$ cat src/rtl/note_judge.sv
// Note highway and hit judge: per-lane note shift register, per-player
// press-edge judging against a window around the target row, and
// saturating score/combo with a combo-driven multiplier.
module note_judge #(
   parameter int LANES      = 4,
   parameter int PLAYERS    = 2,
   parameter int DEPTH      = 360,
   parameter int HIT_ROW    = 340,
   parameter int WINDOW     = 8,
   parameter int SCORE_W    = 10,
   parameter int COMBO_W    = 8,
   parameter int COMBO_STEP = 10,
   parameter int MULT_MAX   = 4
) (
   input  logic                       clk,
   input  logic                       reset,
   input  logic                       run,
   input  logic                       frame_tick,
   input  logic                       clear,
   input  logic                       score_clr,
   input  logic [LANES-1:0]           notes_in,
   input  logic [PLAYERS*LANES-1:0]   keys,
   output logic [LANES*DEPTH-1:0]     n_reg,
   output logic [PLAYERS*SCORE_W-1:0] score,
   output logic [PLAYERS*COMBO_W-1:0] combo,
   output logic [PLAYERS*LANES-1:0]   hit_pulse,
   output logic [PLAYERS-1:0]         miss_pulse
);

   localparam int WLEN      = 2 * WINDOW + 1;
   localparam int LO        = HIT_ROW - WINDOW;
   localparam int HI        = HIT_ROW + WINDOW;
   localparam int SCORE_MAX = (1 << SCORE_W) - 1;
   localparam int COMBO_MAX = (1 << COMBO_W) - 1;

   // Consumed flags: bit (p*LANES+l)*WLEN+i covers window row LO+i.
   logic [LANES*DEPTH-1:0]        n_q, n_d;
   logic [PLAYERS*LANES*WLEN-1:0] cons_q, cons_d;
   logic [PLAYERS*SCORE_W-1:0]    score_q, score_d;
   logic [PLAYERS*COMBO_W-1:0]    combo_q, combo_d;
   logic [PLAYERS*LANES-1:0]      hit_q, hit_d;
   logic [PLAYERS-1:0]            miss_q, miss_d;
   logic [PLAYERS*LANES-1:0]      keys_prev_q;
   logic [PLAYERS*LANES-1:0]      press;
   logic                          found;
   logic                          bad;
   int                            hits;
   int                            mult;

   function automatic int mult_of(input logic [COMBO_W-1:0] c);
      int m;
      m = 1 + int'(c) / COMBO_STEP;
      if (m > MULT_MAX) m = MULT_MAX;
      return m;
   endfunction

   function automatic logic [SCORE_W-1:0] sat_score(input logic [SCORE_W-1:0] s, input int add);
      int sum;
      sum = int'(s) + add;
      if (sum > SCORE_MAX) return '1;
      return sum[SCORE_W-1:0];
   endfunction

   function automatic logic [COMBO_W-1:0] sat_combo(input logic [COMBO_W-1:0] c, input int add);
      int sum;
      sum = int'(c) + add;
      if (sum > COMBO_MAX) return '1;
      return sum[COMBO_W-1:0];
   endfunction

   // Judge presses on pre-shift rows, consume, account score/combo, then shift on tick.
   always_comb begin
      n_d     = n_q;
      cons_d  = cons_q;
      score_d = score_q;
      combo_d = combo_q;
      hit_d   = '0;
      miss_d  = '0;
      found   = 1'b0;
      bad     = 1'b0;
      hits    = 0;
      mult    = 1;
      press   = keys & ~keys_prev_q;
      if (clear) begin
         n_d    = '0;
         cons_d = '0;
      end else if (run) begin
         for (int p = 0; p < PLAYERS; p++) begin
            hits = 0;
            bad  = 1'b0;
            mult = mult_of(combo_q[p*COMBO_W +: COMBO_W]);
            for (int l = 0; l < LANES; l++) begin
               if (press[p*LANES+l]) begin
                  found = 1'b0;
                  // Highest row first: the note closest to leaving is taken.
                  for (int i = WLEN - 1; i >= 0; i--) begin
                     if (!found && n_q[l*DEPTH+LO+i] && !cons_q[(p*LANES+l)*WLEN+i]) begin
                        found = 1'b1;
                        cons_d[(p*LANES+l)*WLEN+i] = 1'b1;
                     end
                  end
                  if (found) begin
                     hit_d[p*LANES+l] = 1'b1;
                     hits = hits + 1;
                  end else begin
                     bad = 1'b1;
                  end
               end
               // Uses cons_d so a note hit in its exit cycle is not also a miss.
               if (frame_tick && n_q[l*DEPTH+HI] && !cons_d[(p*LANES+l)*WLEN+WLEN-1])
                  bad = 1'b1;
            end
            miss_d[p] = bad;
            score_d[p*SCORE_W +: SCORE_W] = sat_score(score_q[p*SCORE_W +: SCORE_W], hits * mult);
            combo_d[p*COMBO_W +: COMBO_W] = bad ? '0 : sat_combo(combo_q[p*COMBO_W +: COMBO_W], hits);
         end
         if (frame_tick) begin
            for (int l = 0; l < LANES; l++) begin
               for (int r = DEPTH - 1; r >= 1; r--)
                  n_d[l*DEPTH+r] = n_q[l*DEPTH+r-1];
               n_d[l*DEPTH] = notes_in[l];
            end
            for (int k = 0; k < PLAYERS*LANES; k++) begin
               for (int i = WLEN - 1; i >= 1; i--)
                  cons_d[k*WLEN+i] = cons_d[k*WLEN+i-1];
               cons_d[k*WLEN] = 1'b0;
            end
         end
      end
      if (score_clr) begin
         score_d = '0;
         combo_d = '0;
      end
   end

   // State registers; keys_prev resets high so a key held through reset is not a press.
   always_ff @(posedge clk) begin
      if (reset) begin
         n_q         <= '0;
         cons_q      <= '0;
         score_q     <= '0;
         combo_q     <= '0;
         hit_q       <= '0;
         miss_q      <= '0;
         keys_prev_q <= '1;
      end else begin
         n_q         <= n_d;
         cons_q      <= cons_d;
         score_q     <= score_d;
         combo_q     <= combo_d;
         hit_q       <= hit_d;
         miss_q      <= miss_d;
         keys_prev_q <= keys;
      end
   end

   assign n_reg      = n_q;
   assign score      = score_q;
   assign combo      = combo_q;
   assign hit_pulse  = hit_q;
   assign miss_pulse = miss_q;

endmodule

$ cat config.mk
export PLATFORM = sky130hd
export DESIGN_NAME = note_judge
export DESIGN_NICKNAME = d
export VERILOG_FILES = /design/src/rtl/note_judge.sv
export SDC_FILE = /design/constraint.sdc
export NUM_CORES = 2
export LEC_CHECK = 0
export BUFFER_PORTS_ARGS = -buffer_cell sky130_fd_sc_hd__buf_2
export CAP_MARGIN = 20
export CORE_AREA = 2 2 589 591
export DETAILED_ROUTE_END_ITERATION = 12
export DIE_AREA = 0 0 591 593
export HOLD_SLACK_MARGIN = 0.02
export PLACE_DENSITY_LB_ADDON = 0.3
export SETUP_SLACK_MARGIN = 0.5
export SYNTH_ARGS = -nofsm -noshare
export SYNTH_HDL_FRONTEND = slang
export SYNTH_SLANG_ARGS = --single-unit
$ cat constraint.sdc
create_clock -name clk -period 9 [get_ports clk]
set_input_delay 1.8 -clock clk [delete_from_list [all_inputs] [get_ports clk]]
set_output_delay 1.8 -clock clk [all_outputs]
set_load 0.03 [all_outputs]
* Word level (Yosys, flattened, before mapping)
Index checks and enable logic that the tools add are counted.
** Storage, ports and cells
- Latch bits :: 0
- Memories kept :: 0
- Logic and storage cells :: 1410
- Flip-flop bits (word level) :: 1630
- Bits in writable memories :: 0
- Output and inout bits :: 1486
- ROM bits :: 0
** Operators by class
- $add $sub $neg :: 12
- Shift operators :: 0
- Bitwise gates (word level) :: 12
- Muxes and demuxes :: 801
- $mul :: 2
- Equality and inequality tests :: 0
- $lt $le $gt $ge :: 6
- Reductions and logical operators :: 561
- Divide/modulo/power cells :: 2
** Operators with widths (number)
- 32-bit two-way mux :: 34
- 1-bit two-way mux :: 732
- 17-bit two-way mux :: 24
- 1-bit logical AND :: 276
- 1-bit zero test :: 272
- 32-bit by 2-bit adder with 32-bit output, second input constant :: 6
- 136-bit two-way mux :: 1
- 11-bit by 32-bit adder with 32-bit output :: 2
- 2-bit by 32-bit adder with 32-bit output, first input constant :: 2
- 9-bit by 32-bit adder with 32-bit output :: 2
- 9-bit by 5-bit divider with 32-bit output, second input constant :: 2
- 32-bit by 11-bit greater-than comparator with 1-bit output, second input constant :: 2
- 32-bit by 4-bit greater-than comparator with 1-bit output, second input constant :: 2
- 32-bit by 9-bit greater-than comparator with 1-bit output, second input constant :: 2
- 32-bit by 32-bit multiplier with 32-bit output :: 2
- 8-bit two-way mux :: 6
- 10-bit two-way mux :: 4
- 4-bit OR reduction :: 8
- 1-bit inverter :: 10
- 8-bit AND :: 1
- 8-bit inverter :: 1
- 2-bit AND reduction :: 2
- 2-bit OR reduction :: 2
- 3-bit OR reduction :: 1

* Logic depth before layout (Yosys ltp)
- Depth after elaboration :: 144
- Depth in mapped cells :: 39
- Gate-level depth less buffers :: 36

* Worst setup path before layout
No wires, ideal clock.
- Kind :: register to register
- Start point :: register combo_q[5], in the netlist combo[5]
- End point :: register score_q[0], in the netlist score[0]
- Arrival :: 7.673 ns
- Path buffers :: 2
- Cell stages (with the launch flop) :: 37
- Setup time :: 0.119 ns
- Setup slack :: 1.209 ns
- Period minus slack after synthesis :: 7.791 ns
- Required time :: 8.881 ns
- Cell sequence :: dfxtp_1 > nor2_1 > inv_2 > ha_1 > clkbuf_1 > nor4bb_1 > o21a_1 > nor2_1 > a32oi_1 > and4b_1 > buf_2 > mux2i_1 > xor2_1 > a211oi_2 > inv_1 > ha_1 > xor2_1 > or2_2 > and3_1 > nand2_1 > a21oi_1 > ha_1 > inv_1 > fa_1 > fa_1 > inv_1 > ha_1 > ha_1 > ha_1 > a21oi_1 > o21bai_1 > a21oi_1 > nor2b_1 > o21ai_0 > mux2i_1 > nand3_1 > o221a_2
** Between the ends
- Cells in the longest elaborated chain, start to end :: 13
** RTL lines
- from (decl) :: line 40 : logic [PLAYERS*COMBO_W-1:0] combo_q, combo_d;
- from (signal assigned) :: line 150 : combo_q <= combo_d;
- 9-bit by 5-bit divider with 32-bit output * :: line 52 : m = 1 + int'(c) / COMBO_STEP;
- 2-bit by 32-bit adder with 32-bit output * :: line 52
- 32-bit by 4-bit greater-than comparator with 1-bit output :: line 53 : if (m > MULT_MAX) m = MULT_MAX;
- 32-bit two-way mux * :: line 53
- 32-bit two-way mux * :: line 87 : end else if (run) begin
- 32-bit two-way mux * :: line 84 : if (clear) begin
- 32-bit by 32-bit multiplier with 32-bit output * :: line 114 : score_d[p*SCORE_W +: SCORE_W] = sat_score(score_q[p*SCORE_W +: SCORE_W], hits * mult);
- 11-bit by 32-bit adder with 32-bit output * :: line 59 : sum = int'(s) + add;
- 32-bit by 11-bit greater-than comparator with 1-bit output :: line 60 : if (sum > SCORE_MAX) return '1;
- 1-bit two-way mux :: line 60
- 1-bit two-way mux :: line 87
- 1-bit two-way mux :: line 84
- 10-bit two-way mux * :: line 61 : return sum[SCORE_W-1:0];
- to (signal assigned) :: line 149 : score_q <= score_d;
- to (decl) :: line 39 : logic [PLAYERS*SCORE_W-1:0] score_q, score_d;
Mark *: on every way between the ends. The rest lies on a longest branch, timed or not. The select of a mux whose other input is x is not followed.
A chain may end at the register's enable or synchronous reset.

* Final worst setup path
- Start point :: register n_q[705], in the netlist n_reg[705]
- End point :: register score_q[9], in the netlist score[9]
** Between the ends
- Cells in the longest elaborated chain, start to end :: 118
** RTL lines
- from (decl) :: line 37 : logic [LANES*DEPTH-1:0] n_q, n_d;
- from (signal assigned) :: line 147 : n_q <= n_d;
- 1-bit logical AND * (2 in a row) :: line 97 : if (!found && n_q[l*DEPTH+LO+i] && !cons_q[(p*LANES+l)*WLEN+i]) begin
- 1-bit two-way mux * :: line 97
- 1-bit two-way mux * :: line 93 : if (press[p*LANES+l]) begin
- 1-bit two-way mux * :: line 87
- 1-bit two-way mux * :: line 84
- 1-bit zero test :: line 97
- 1-bit logical AND (2 in a row) :: line 97
- 1-bit two-way mux * :: line 97
- [... 100 more ...]
- 32-bit two-way mux * :: line 84
- 32-bit by 32-bit multiplier with 32-bit output * :: line 114
- 11-bit by 32-bit adder with 32-bit output * :: line 59
- 32-bit by 11-bit greater-than comparator with 1-bit output :: line 60
- 1-bit two-way mux :: line 60
- 1-bit two-way mux :: line 87
- 1-bit two-way mux :: line 84
- 10-bit two-way mux * :: line 61
Marks and branches as above.

==> impl_metrics.py <==
metrics = {
    "outcome": {
        "status": "finished clean",
    },
    "cells_and_area": {
        "multiInputGateArea_sq_mm": 0.0284,
        "largest_reg_flops": 1440,
        "nets": 9561,
        "drive_above_1_share": 0.206,
        "area_growth_pct": 29.4,
        "stdcell_count": 14200,
        "register_area_sq_mm": 0.0326,
        "nFillCells": 38400,
    },
    "sta": {
        "min_period_ps": 8120,
        "slew_viol_final": 0,
        "skew_ps": 52.9,
        "setup_violations": 0,
        "tns_ps": 0,
        "slew_headroom": 0.324,
        "worst_slew_pin_slew_ps": 1010,
        "rsz0062_at_grt": "no",
        "period_share": 0.902,
        "max_freq_mhz": 123,
        "hold_viol_final": 0,
    },
    "hold_path": {
        "hp-class": "flop to flop",
        "min-delay-start": "n_reg[541]",
    },
    "yosys": {
        "synthDistinctLibCells": 96,
        "yosysTopAreaCell": "dfxtp_1",
        "avgSynthCellArea_sq_um": 7.78,
        "yosys.cell_count.top_type": "nand2_1",
        "seq_area_frac_synth": 0.512,
        "synth_warnings": 0,
        "synth_area_leaders": "dfxtp_1 (51%), nand2_1 (18%), a21oi_1 (13%)",
        "async_flop_share": 0,
        "ys_top_cells_by_count": "nand2_1 (2999), a21oi_1 (1631), dfxtp_1 (1630), clkbuf_1 (522)",
        "synth_top_area_share": 0.512,
        "synthFlopType": "dfxtp_1",
        "synthCells": 8200,
        "syn-cell-area_sq_mm": 0.0638,
        "synth_seq_cells": 1630,
        "synth_edf_count": 0,
    },
    "worst_setup_path": {
        "reg2reg_to": "score[9]",
        "r2r-start": "n_reg[705]",
        "worstPathBufferInverterCount": 2,
        "rrSetupSlack_ps": 880,
        "critPathRequiredTime_ps": 9740,
        "critPathLaunchType": "flop",
        "path_delay_family": "adder cells",
        "cp.depth": 29,
        "reg2reg_depth": 29,
        "cp-end-kind": "flop",
        "cp_max_fo": 9,
        "cp_slowest_stage_delay_ps": 610,
        "arrival_ps": 8850,
        "worst_path_max_delay_cell": "or4_1",
        "cpMostUsedCell": "ha_1",
        "startpoint": "n_reg[705]",
        "critical_path_class": "flop to flop",
        "crit_end": "score[9]",
    },
    "global_route": {
        "grt_pass1_wl_mm": 369,
        "antenna_found_initial": 9,
        "grt_start_max_net_pins": 198,
        "grt_pass1_vias": 55000,
        "grtUsageTotal": 0.135,
        "grt_overflow": 0,
    },
    "power_and_ir_drop": {
        "leakage_uw": 0.0314,
        "ir_drop_uv": 150,
        "power_uw": 16200,
        "powerDensity_mw_per_mm2": 196,
    },
    "route": {
        "first_iter_violations": 4808,
        "vias": 59700,
        "antenna_left": 0,
        "via_per_inst": 4.22,
        "post-route-drc-count": 0,
        "dr.pass1.iters": 6,
        "routed_wirelength_mm": 255,
        "wl_per_cell_microns": 18.0,
    },
    "place": {
        "dpl.hpwl_mm": 183,
        "portBuffers": 1503,
        "place_congestion": 0.838,
        "dpl.cell_count": 13800,
    },
    "clock_network": {
        "insertion_delay_ps": 900,
        "h-tree-depth": 4,
        "clockRootBuffer": "clkbuf_16",
        "clock_path_buffers": 4,
        "cts.clk_slew.worst_paths_ps": 60,
        "numCtsBuffers": 195,
        "numClockSinks": 1630,
        "cts_tree": "yes",
    },
    "die": {
        "die_width_microns": 591,
        "die_y_microns": 593,
        "initial_utilization": 0.185,
        "core_area_sq_mm": 0.345,
        "io_pins": 1504,
        "dieArea_sq_mm": 0.350,
        "placementRows": 216,
    },
    "job": {
        "drv_cap": 0,
    },
}
-- routing by layer --
metal / global-route usage / part of all wire
met3: 0.0399 / 0.077
met4: 0.0464 / 0.034
met2: 0.227 / 0.48
met5: 0 / 0
met1: 0.164 / 0.41
-- layout by cell type, fill, tap and decap left out, types with 12 or more instances in the layout --
master and n:
mux2i_1 54, clkinv_2 31, clkbuf_8 44, nand2b_1 82, o21ai_0 105, nor2b_1 39, or2_2 12, nand2_1 2998
a31oi_1 34, a221oi_1 24, fa_1 34, and2_1 31, o221a_2 18, a211oi_1 80, nand4_1 12, a21oi_1 1629
nor3_1 47, nor2_1 168, buf_2 1501, o22ai_1 23, inv_1 170, a311oi_1 22, a21boi_0 13, and3_1 20
buf_12 25, bufinv_16 14, buf_4 56, o31ai_1 18, ha_1 92, clkbuf_16 197, dfxtp_1 1630, clkbuf_1 41
conb_1 24, xnor2_1 14, a21o_1 20, nand3_1 40
-- worst min-delay path, delay by kind of cell, from the launching register on --
family             cells  cell delay [ps]
AOI/OAI and AO/OA      1               50
and+or+nand+nor        1               60
DFF                    1              320
-- cell type report --
cell class | count | area share
diodes | 5 | 0.000152
clock buffers | 282 | 0.0690
clock inverters | 71 | 0.0113
inverters | 174 | 0.00795
multi-input cells | 5831 | 0.344
flip-flops and latches | 1630 | 0.396
well taps | 4578 | 0.0694
repair buffers | 1583 | 0.102
-- where the power goes --
group	switching (uW)	internal, uW	total (uW)
Combinational	537	161	698
Clock	3410	4820	8220
Sequential	17.3	7240	7250
-- metrics by stage --
| step | utilization | hold WS (ps) | area (sq um) | setup WS (ps) |
|---|---|---|---|---|
| 6_report | 0.239 | 424 | 82500 | 882 |
| 3_5_place_dp | 0.220 | 448 | 75800 | 462 |
| 2_1_floorplan | - | 440 | 63900 | 1210 |
| 4_1_cts | 0.239 | 421 | 82400 | 513 |
| 5_1_grt | 0.239 | 438 | 82500 | 513 |
| 3_3_place_gp | 0.220 | 443 | 75800 | 467 |
-- how the worst min path moves through the flow --
stage / to / depth (start not counted)
after floorplan: cons_q[15] / 2
after global placement: n_reg[1079] / 2
after detailed placement: n_reg[1079] / 2
after CTS: n_reg[539] / 2
after global routing: n_reg[542] / 2
final: n_reg[542] / 2
-- cells by family (layout without fill, tap and decap cells) --
logic type	after synthesis	count (layout)	synth area share
other	2	29	0.000118
and+or+nand+nor	3493	3493	0.218
DFF	1630	1630	0.512
xor gates and xnor gates	24	24	0.00330
AOI/OAI and AO/OA	2098	2098	0.182
buffers and inverters	761	2110	0.0456
muxes	60	60	0.00953
adders and majority gates	132	132	0.0297
-- what timing repair did --
item,in CTS,in global routing
buffers inserted,0,3
endpoints found under the setup margin,0,19
hold buffers,0,0
resized for setup,0,14
Power figures use the tool's default switching activity.
